## src/rtl/spi_slave.sv

```systemverilog
// SPI slave endpoint: oversamples SCLK/SS/MOSI in the clk domain, decodes all four
// SPI modes, returns MISO from a one-entry tx buffer and pulses rx_valid per byte.
module spi_slave #(
  parameter int DATA_W      = 8,
  parameter int SYNC_STAGES = 2
) (
  input  logic              clk,
  input  logic              reset,
  input  logic              SCLK,
  input  logic              SS,
  input  logic              MOSI,
  input  logic [1:0]        mode,
  input  logic [DATA_W-1:0] tx_data,
  input  logic              tx_load,
  output logic              tx_ready,
  output logic              MISO,
  output logic [DATA_W-1:0] rx_data,
  output logic              rx_valid,
  output logic              busy
);

  localparam int CNT_W = $clog2(DATA_W + 1);

  typedef enum logic {IDLE, ACTIVE} state_t;

  state_t r_state, w_state_next;

  logic [SYNC_STAGES-1:0] r_sclk_sync, r_ss_sync, r_mosi_sync;
  logic                   r_sclk_d, r_ss_d;
  logic                   r_cpol, r_cpha, r_skip, r_reload;
  logic [CNT_W-1:0]       r_bit_cnt;
  logic [DATA_W-1:0]      r_rx_shift, r_tx_shift, r_tx_buf, r_rx_data;
  logic                   r_tx_full, r_rx_valid, r_miso;

  logic w_sclk, w_ss, w_mosi;
  logic w_sclk_rise, w_sclk_fall, w_ss_fall, w_ss_rise;
  logic w_lead, w_trail, w_start, w_stop, w_sample, w_shift, w_consume;
  logic w_miso_next;
  logic [DATA_W-1:0] w_rx_next;

  assign w_sclk      = r_sclk_sync[SYNC_STAGES-1];
  assign w_ss        = r_ss_sync[SYNC_STAGES-1];
  assign w_mosi      = r_mosi_sync[SYNC_STAGES-1];
  assign w_sclk_rise = w_sclk & ~r_sclk_d;
  assign w_sclk_fall = ~w_sclk & r_sclk_d;
  assign w_ss_fall   = r_ss_d & ~w_ss;
  assign w_ss_rise   = ~r_ss_d & w_ss;

  // Leading edge moves SCLK away from its idle level, trailing edge returns it.
  assign w_lead    = r_cpol ? w_sclk_fall : w_sclk_rise;
  assign w_trail   = r_cpol ? w_sclk_rise : w_sclk_fall;
  assign w_start   = (r_state == IDLE) & w_ss_fall;
  assign w_stop    = (r_state == ACTIVE) & w_ss_rise;
  assign w_sample  = (r_state == ACTIVE) & ~w_ss_rise & (r_cpha ? w_trail : w_lead);
  assign w_shift   = (r_state == ACTIVE) & ~w_ss_rise & (r_cpha ? w_lead : w_trail);
  assign w_consume = w_start | (w_shift & ~r_skip & r_reload);
  assign w_rx_next = {r_rx_shift[DATA_W-2:0], w_mosi};

  // NOTE: sequential state uses <= only so every flop sees pre-edge values.
  always_ff @(posedge clk) begin
    if (reset) begin
      r_sclk_sync <= '0;
      r_ss_sync   <= '1;
      r_mosi_sync <= '0;
      r_sclk_d    <= 1'b0;
      r_ss_d      <= 1'b1;
    end else begin
      r_sclk_sync <= {r_sclk_sync[SYNC_STAGES-2:0], SCLK};
      r_ss_sync   <= {r_ss_sync[SYNC_STAGES-2:0], SS};
      r_mosi_sync <= {r_mosi_sync[SYNC_STAGES-2:0], MOSI};
      r_sclk_d    <= w_sclk;
      r_ss_d      <= w_ss;
    end
  end

  always_ff @(posedge clk) begin
    if (reset) r_state <= IDLE;
    else       r_state <= w_state_next;
  end

  // NOTE: every always_comb output gets a default first so no latch is inferred.
  always_comb begin
    w_state_next = r_state;
    case (r_state)
      IDLE:    if (w_ss_fall) w_state_next = ACTIVE;
      ACTIVE:  if (w_ss_rise) w_state_next = IDLE;
      default: w_state_next = IDLE;
    endcase
  end

  always_comb begin
    w_miso_next = 1'b0;
    if (r_state == ACTIVE && w_state_next == ACTIVE) w_miso_next = r_tx_shift[DATA_W-1];
  end

  always_ff @(posedge clk) begin
    if (reset) begin
      r_cpol     <= 1'b0;
      r_cpha     <= 1'b0;
      r_skip     <= 1'b0;
      r_reload   <= 1'b0;
      r_bit_cnt  <= '0;
      r_rx_shift <= '0;
      r_tx_shift <= '0;
      r_rx_data  <= '0;
      r_rx_valid <= 1'b0;
      r_miso     <= 1'b0;
    end else begin
      r_rx_valid <= 1'b0;
      r_miso     <= w_miso_next;
      if (w_start) begin
        r_cpol     <= mode[1];
        r_cpha     <= mode[0];
        r_skip     <= mode[0];
        r_reload   <= 1'b0;
        r_bit_cnt  <= '0;
        r_tx_shift <= r_tx_full ? r_tx_buf : '0;
      end else if (w_stop) begin
        r_skip    <= 1'b0;
        r_reload  <= 1'b0;
        r_bit_cnt <= '0;
      end else begin
        if (w_sample) begin
          r_rx_shift <= w_rx_next;
          if (r_bit_cnt == CNT_W'(DATA_W - 1)) begin
            r_bit_cnt  <= '0;
            r_reload   <= 1'b1;
            r_rx_data  <= w_rx_next;
            r_rx_valid <= 1'b1;
          end else begin
            r_bit_cnt <= r_bit_cnt + 1'b1;
          end
        end
        if (w_shift) begin
          if (r_skip) begin
            r_skip <= 1'b0;
          end else if (r_reload) begin
            r_tx_shift <= r_tx_full ? r_tx_buf : '0;
            r_reload   <= 1'b0;
          end else begin
            r_tx_shift <= {r_tx_shift[DATA_W-2:0], 1'b0};
          end
        end
      end
    end
  end

  // A consume in the same cycle as a load wins; the load is dropped.
  always_ff @(posedge clk) begin
    if (reset) begin
      r_tx_full <= 1'b0;
      r_tx_buf  <= '0;
    end else if (w_consume) begin
      r_tx_full <= 1'b0;
    end else if (tx_load && !r_tx_full) begin
      r_tx_buf  <= tx_data;
      r_tx_full <= 1'b1;
    end
  end

  assign tx_ready = ~r_tx_full;
  assign MISO     = r_miso;
  assign rx_data  = r_rx_data;
  assign rx_valid = r_rx_valid;
  assign busy     = ~w_ss;

endmodule
```

## config.mk

```make
export PLATFORM = sky130hd
export DESIGN_NAME = spi_slave
export DESIGN_NICKNAME = d
export VERILOG_FILES = /design/src/rtl/spi_slave.sv
export SDC_FILE = /design/constraint.sdc
export NUM_CORES = 1
export LEC_CHECK = 0
export ABC_AREA = 1
export ABC_CLOCK_PERIOD_IN_PS = 1910
export CAP_MARGIN = 20
export CORE_ASPECT_RATIO = 2
export CORE_UTILIZATION = 35
export DETAILED_ROUTE_END_ITERATION = 10
export PLACE_DENSITY = 0.61
export SYNTH_ARGS = -nofsm -noshare
export SYNTH_HDL_FRONTEND = slang
export SYNTH_SLANG_ARGS = --single-unit
```

## constraint.sdc

```tcl
create_clock -name clk -period 1.91 [get_ports clk]
set_clock_uncertainty 0.2 [all_clocks]
set_input_delay 0.2865 -clock clk [delete_from_list [all_inputs] [get_ports clk]]
set_output_delay 0.2865 -clock clk [all_outputs]
set_load 0.005 [all_outputs]
```

### After elaboration in Yosys (flattened, before gate mapping)

Cells that the tools add are included.

| storage, ports and cells | value |
|---|---|
| logic and storage cells | 83 |
| output and inout bits | 12 |
| bits of input ports | 16 |
| register bits | 51 |

| cells by class | value |
|---|---|
| mux-type cells | 23 |
| $add $sub $neg | 1 |
| bitwise logic cells | 25 |
| equality and inequality tests | 3 |
| reductions and logical operators | 13 |

Operator list:

| kind | count |
|---|---|
| 8-bit two-way mux | 6 |
| 1-bit two-way mux | 15 |
| 1-bit NOT | 13 |
| 1-bit bitwise AND | 11 |
| 3-bit AND reduction | 2 |
| 4-bit by 1-bit adder with 4-bit output (second input constant) | 1 |
| 4-bit by 3-bit equality test with 1-bit output (second input constant) | 1 |
| 4-bit two-way mux | 1 |
| 4-bit AND reduction | 1 |
| 2-bit OR reduction | 2 |
| 4-bit OR reduction | 1 |
| 3-bit nonzero test | 1 |
| 3-bit OR reduction | 1 |
| 1-bit logical AND | 2 |
| 2-bit by 1-bit != test with 1-bit output (second input constant) | 1 |
| 2-bit != test (second input constant) | 1 |
| 1-bit case mux with 2 select lines | 1 |
| 2-bit AND reduction | 1 |
| 2-bit nonzero test | 1 |
| 1-bit zero test | 1 |
| 1-bit bitwise OR | 1 |

### Longest topological paths before layout

| logic depth | value |
|---|---|
| depth in word-level cells | 10 |
| mapped depth | 10 |
| gate-level depth less buffers | 10 |

### Least setup slack after synthesis

OpenSTA, ideal clock, no wires.

| timing | value |
|---|---|
| kind | reg2reg |
| start | reg r_bit_cnt[0] |
| end | reg r_bit_cnt[3] |
| required time | 1.592 ns |
| path slack | 0.412 ns |
| path buffers | 0 |
| setup time | 0.118 ns |
| arrival | 1.181 ns |
| cell stages (with the launch flop) | 9 |
| clock period less this slack | 1.498 ns |
| path through | dfxtp_1 > ha_1 > inv_1 > nor3_1 > inv_1 > nor2_8 > inv_2 > o21ai_1 > nor3b_2 |

| on the way | value |
|---|---|
| longest elaborated chain between the ends | 2 |
| elaborated cells on any way between the ends | 3 |
| those cells by class | add/sub (1); eq/ne (1); mux (1) |

RTL lines:

| item | line | text |
|---|---|---|
| start: declaration | 31 | `logic [CNT_W-1:0] r_bit_cnt;` |
| start signal: assignment | 131 | `r_bit_cnt <= r_bit_cnt + 1'b1;` |
| 4-bit by 1-bit adder with 4-bit output / 4-bit by 3-bit equality test with 1-bit output (equally long branches) | 131, 125 |  |
| 4-bit two-way mux * | 125 | `if (r_bit_cnt == CNT_W'(DATA_W - 1)) begin` |

Every way passes the cells marked *; elsewhere a longest branch is shown, timed or not.
A chain may end at the register's enable or synchronous reset.

### Worst setup path in the final report

| timing | value |
|---|---|
| start | reg r_ss_sync[1] |
| end | out busy |

| on the way | value |
|---|---|
| longest elaborated chain between the ends | 1 |

RTL lines:

| item | line | text |
|---|---|---|
| start: declaration | 28 | `logic [SYNC_STAGES-1:0] r_sclk_sync, r_ss_sync, r_mosi_sync;` |
| start signal: assignment | 69 | `r_ss_sync <= {r_ss_sync[SYNC_STAGES-2:0], SS};` |
| 1-bit NOT | 165 | `assign busy = ~w_ss;` |
| end: declaration | 19 | `output logic busy` |

No other way between the ends.

==> results by group <==
GRT
  – Grt peak-use layer: met2
  – Met2 GRT Util: 0.311
  – Met1 usage: 0.149
  – M3 GR Usage: 0.0274
  – Largest net degree at the start of global routing: 21
  – Vias in the first global route: between 1,500 and 2,000
  – First-pass GRT wire length: 8.07 mm
  – Congestion Overflow GR: 0
  – Tot GR Track Use: 0.158
  – Initial antenna violation count: 0

Floorplanning
  – Die Ht: 113 um
  – Number of cell rows: 40
  – Core Box Area: around 6000 um^2
  – DIE AREA: 6520 um^2
  – Starting Density: 0.360
  – Die width: about 58 um
  – # IOs: 28

CTS
  – CTS H-tree lvls: 2
  – Post-CTS Resized: 0
  – # Post-CTS Setup Buffers: 0
  – Clock slew at reported path FFs: 60 ps
  – Clk sinks: 51
  – CTS Buf Count: 5
  – Worst-Skew Late Latency: roughly 280 ps
  – Root buffer cell: clkbuf_16
  – CTS tree: built
  – Hold buffers post-CTS: 0
  – Clock Tree Buf Depth: 2

Run status
  – Status: complete, but fails checks
  – Failing checks: DRC

Critical path
  – CP Data Arrival Time: 1220 ps
  – Critical path endpoint category: primary output
  – Worst-path cell chain: inv_1 -> clkdlybuf4s50_1
  – Worst setup path class: reg -> out
  – Slowest CP cell: clkdlybuf4s50_1
  – Worst path required time: 1420 ps
  – Startpoint types: flip-flop
  – Crit Path Max Fanout: 4
  – Largest stage delay on the critical path: around 440 ps

STA
  – Max transition margin: 0.760
  – Highest clock rate: roughly 580 MHz
  – Final hold slack: 203 ps
  – Slew Viols, Final: 0
  – Setup TNS: 0 ps
  – Post-route worst setup slack: between 150 and 200 ps
  – Setup violators final: 0
  – Final Hold Fails: 0
  – Min Tclk post-route: between 1500 and 2000 ps
  – Final period util: 0.896
  – RSZ-0062 raised after global routing: false
  – Worst Tran Pin Value: 360 ps

Cells and area
  – Post-layout util: 0.445
  – Nets: approximately 330
  – N_diodes: 0
  – Area growth, synth to finish: 23.4%
  – Most frequent cells in the layout: 51 x dfxtp_1, 51 x inv_1, 34 x nor2_1
  – Fillers: 618
  – Layout cells sized above 1: 0.132

Detailed routing
  – Routed Antenna Nets: 0
  – WL per Instance: between 10 and 15 um
  – Post-route DRC: 3
  – Vias post-DR: 1,850
  – Final wirelength: around 4.5 mm
  – DR pass1 iterations: 9
  – Iter 0 DRT Violations: 75
  – Vias/cell: around 4.9

Placement
  – Pre-CTS setup slack: 220 ps
  – Hpwl dp: 3.45 mm
  – RePlAce Congestion: 0.774
  – Port Buffers: 27

Yosys
  – Top cell type's share of synthesized area: 0.472
  – Cells after Synth: 283
  – Synth Cell Area: 2160 um^2
  – Post-Syn Nets: 300
  – Mapped Avg Cell Area: about 7.6 um^2
  – YS warnings: 0
  – Synth cell types: 29
  – #FFs+latches synth: 51
  – Sequential area share after synthesis: 0.472
  – Synth top area cells: dfxtp_1 47%, inv_1 8.8%, o21ai_0 6.2%, nor2_1 5.9%, nand3_1 5.3%
  – Largest area contributor in the netlist: dfxtp_1

Power and ir drop
  – Pwr Density: 833 nW/um^2
  – Static Leak: 0.00118 uW
  – Worst VDD drop: 0.501 mV

Min path
  – Min-delay worst type: reg -> reg

Run
  – Maximum Capacitance Violations: 0
-- synth_stat cells, drive strengths merged --
cell    instances
inv            56
dfxtp          51
nor2           44
o21ai          34
nand2          31
nand3          27
a21oi          14
nand4           9
buf             5
clkbuf          3
nor3            3
or2             2
a211oi          1
a21boi          1
ha              1
nor3b           1
-- power by group --
group / leakage [uW] / internal (uW) / switching (uW)
combinational: 0.000690 / 90.2 / 116
sequential: 0.000416 / 1100 / 18.2
clock: 0.0000741 / 524 / 372
-- worst paths after layout --
check            startpoint              to  slack [ps]  depth (start not counted)
max            r_ss_sync[1]            busy         200                          2
max reg2reg         r_state     r_tx_buf[7]         220                          9
min reg2reg  r_mosi_sync[0]  r_mosi_sync[1]         200                          2
min          r_mosi_sync[0]  r_mosi_sync[1]         200                          2
-- registers in the layout, indices dropped and copies added, names as in the netlist, 2 cells and up --
| name | flops |
|---|---|
| r_bit_cnt | 4 |
| r_mosi_sync | 2 |
| r_rx_shift | 7 |
| r_sclk_sync | 2 |
| r_ss_sync | 2 |
| r_tx_buf | 8 |
| r_tx_shift | 8 |
| rx_data | 8 |
-- kinds of logic after synthesis --
kind of cell / count (synthesis) / synth area share
AO/OA/AOI/OAI: 50 / 0.130
adder cells (fa/ha/maj): 1 / 0.00578
buffers and inverters: 64 / 0.119
flip-flops: 51 / 0.472
AND/OR/NAND/NOR: 117 / 0.273
-- critical path, delay by kind of cell, from the launching register on --
family	cells	cell delay, ps
DFF	1	420
buffers and inverters	2	520
-- metal layers --
metal  wire (um)  vias to the layer above
met5           0                        -
met4         114                        0
met3         116                       10
met2        2560                       33
met1        1730                      845
li1            -                      962
-- layout make-up --
cell class,count,area (um^2),share of cell area
Inverter,56,210,0.0787
Clock buffer,7,143,0.0534
Timing Repair Buffer,34,323,0.121
Multi-Input combinational cell,168,886,0.332
Tap cell,63,78.8,0.0295
Clock inverter,1,8.76,0.00328
Sequential cell,51,1020,0.382
-- metrics by stage --
stage | power [uW] | cells | instance area [um^2]
final | 2220 | 380 | 2670
after global routing | 2330 | 380 | 2670
after CTS | 2270 | 380 | 2670
after detailed placement | 1350 | 372 | 2520
after global placement | 1350 | 372 | 2520
after floorplan | 1280 | 283 | 2160
No activity file was read; power rests on OpenSTA's default activity.
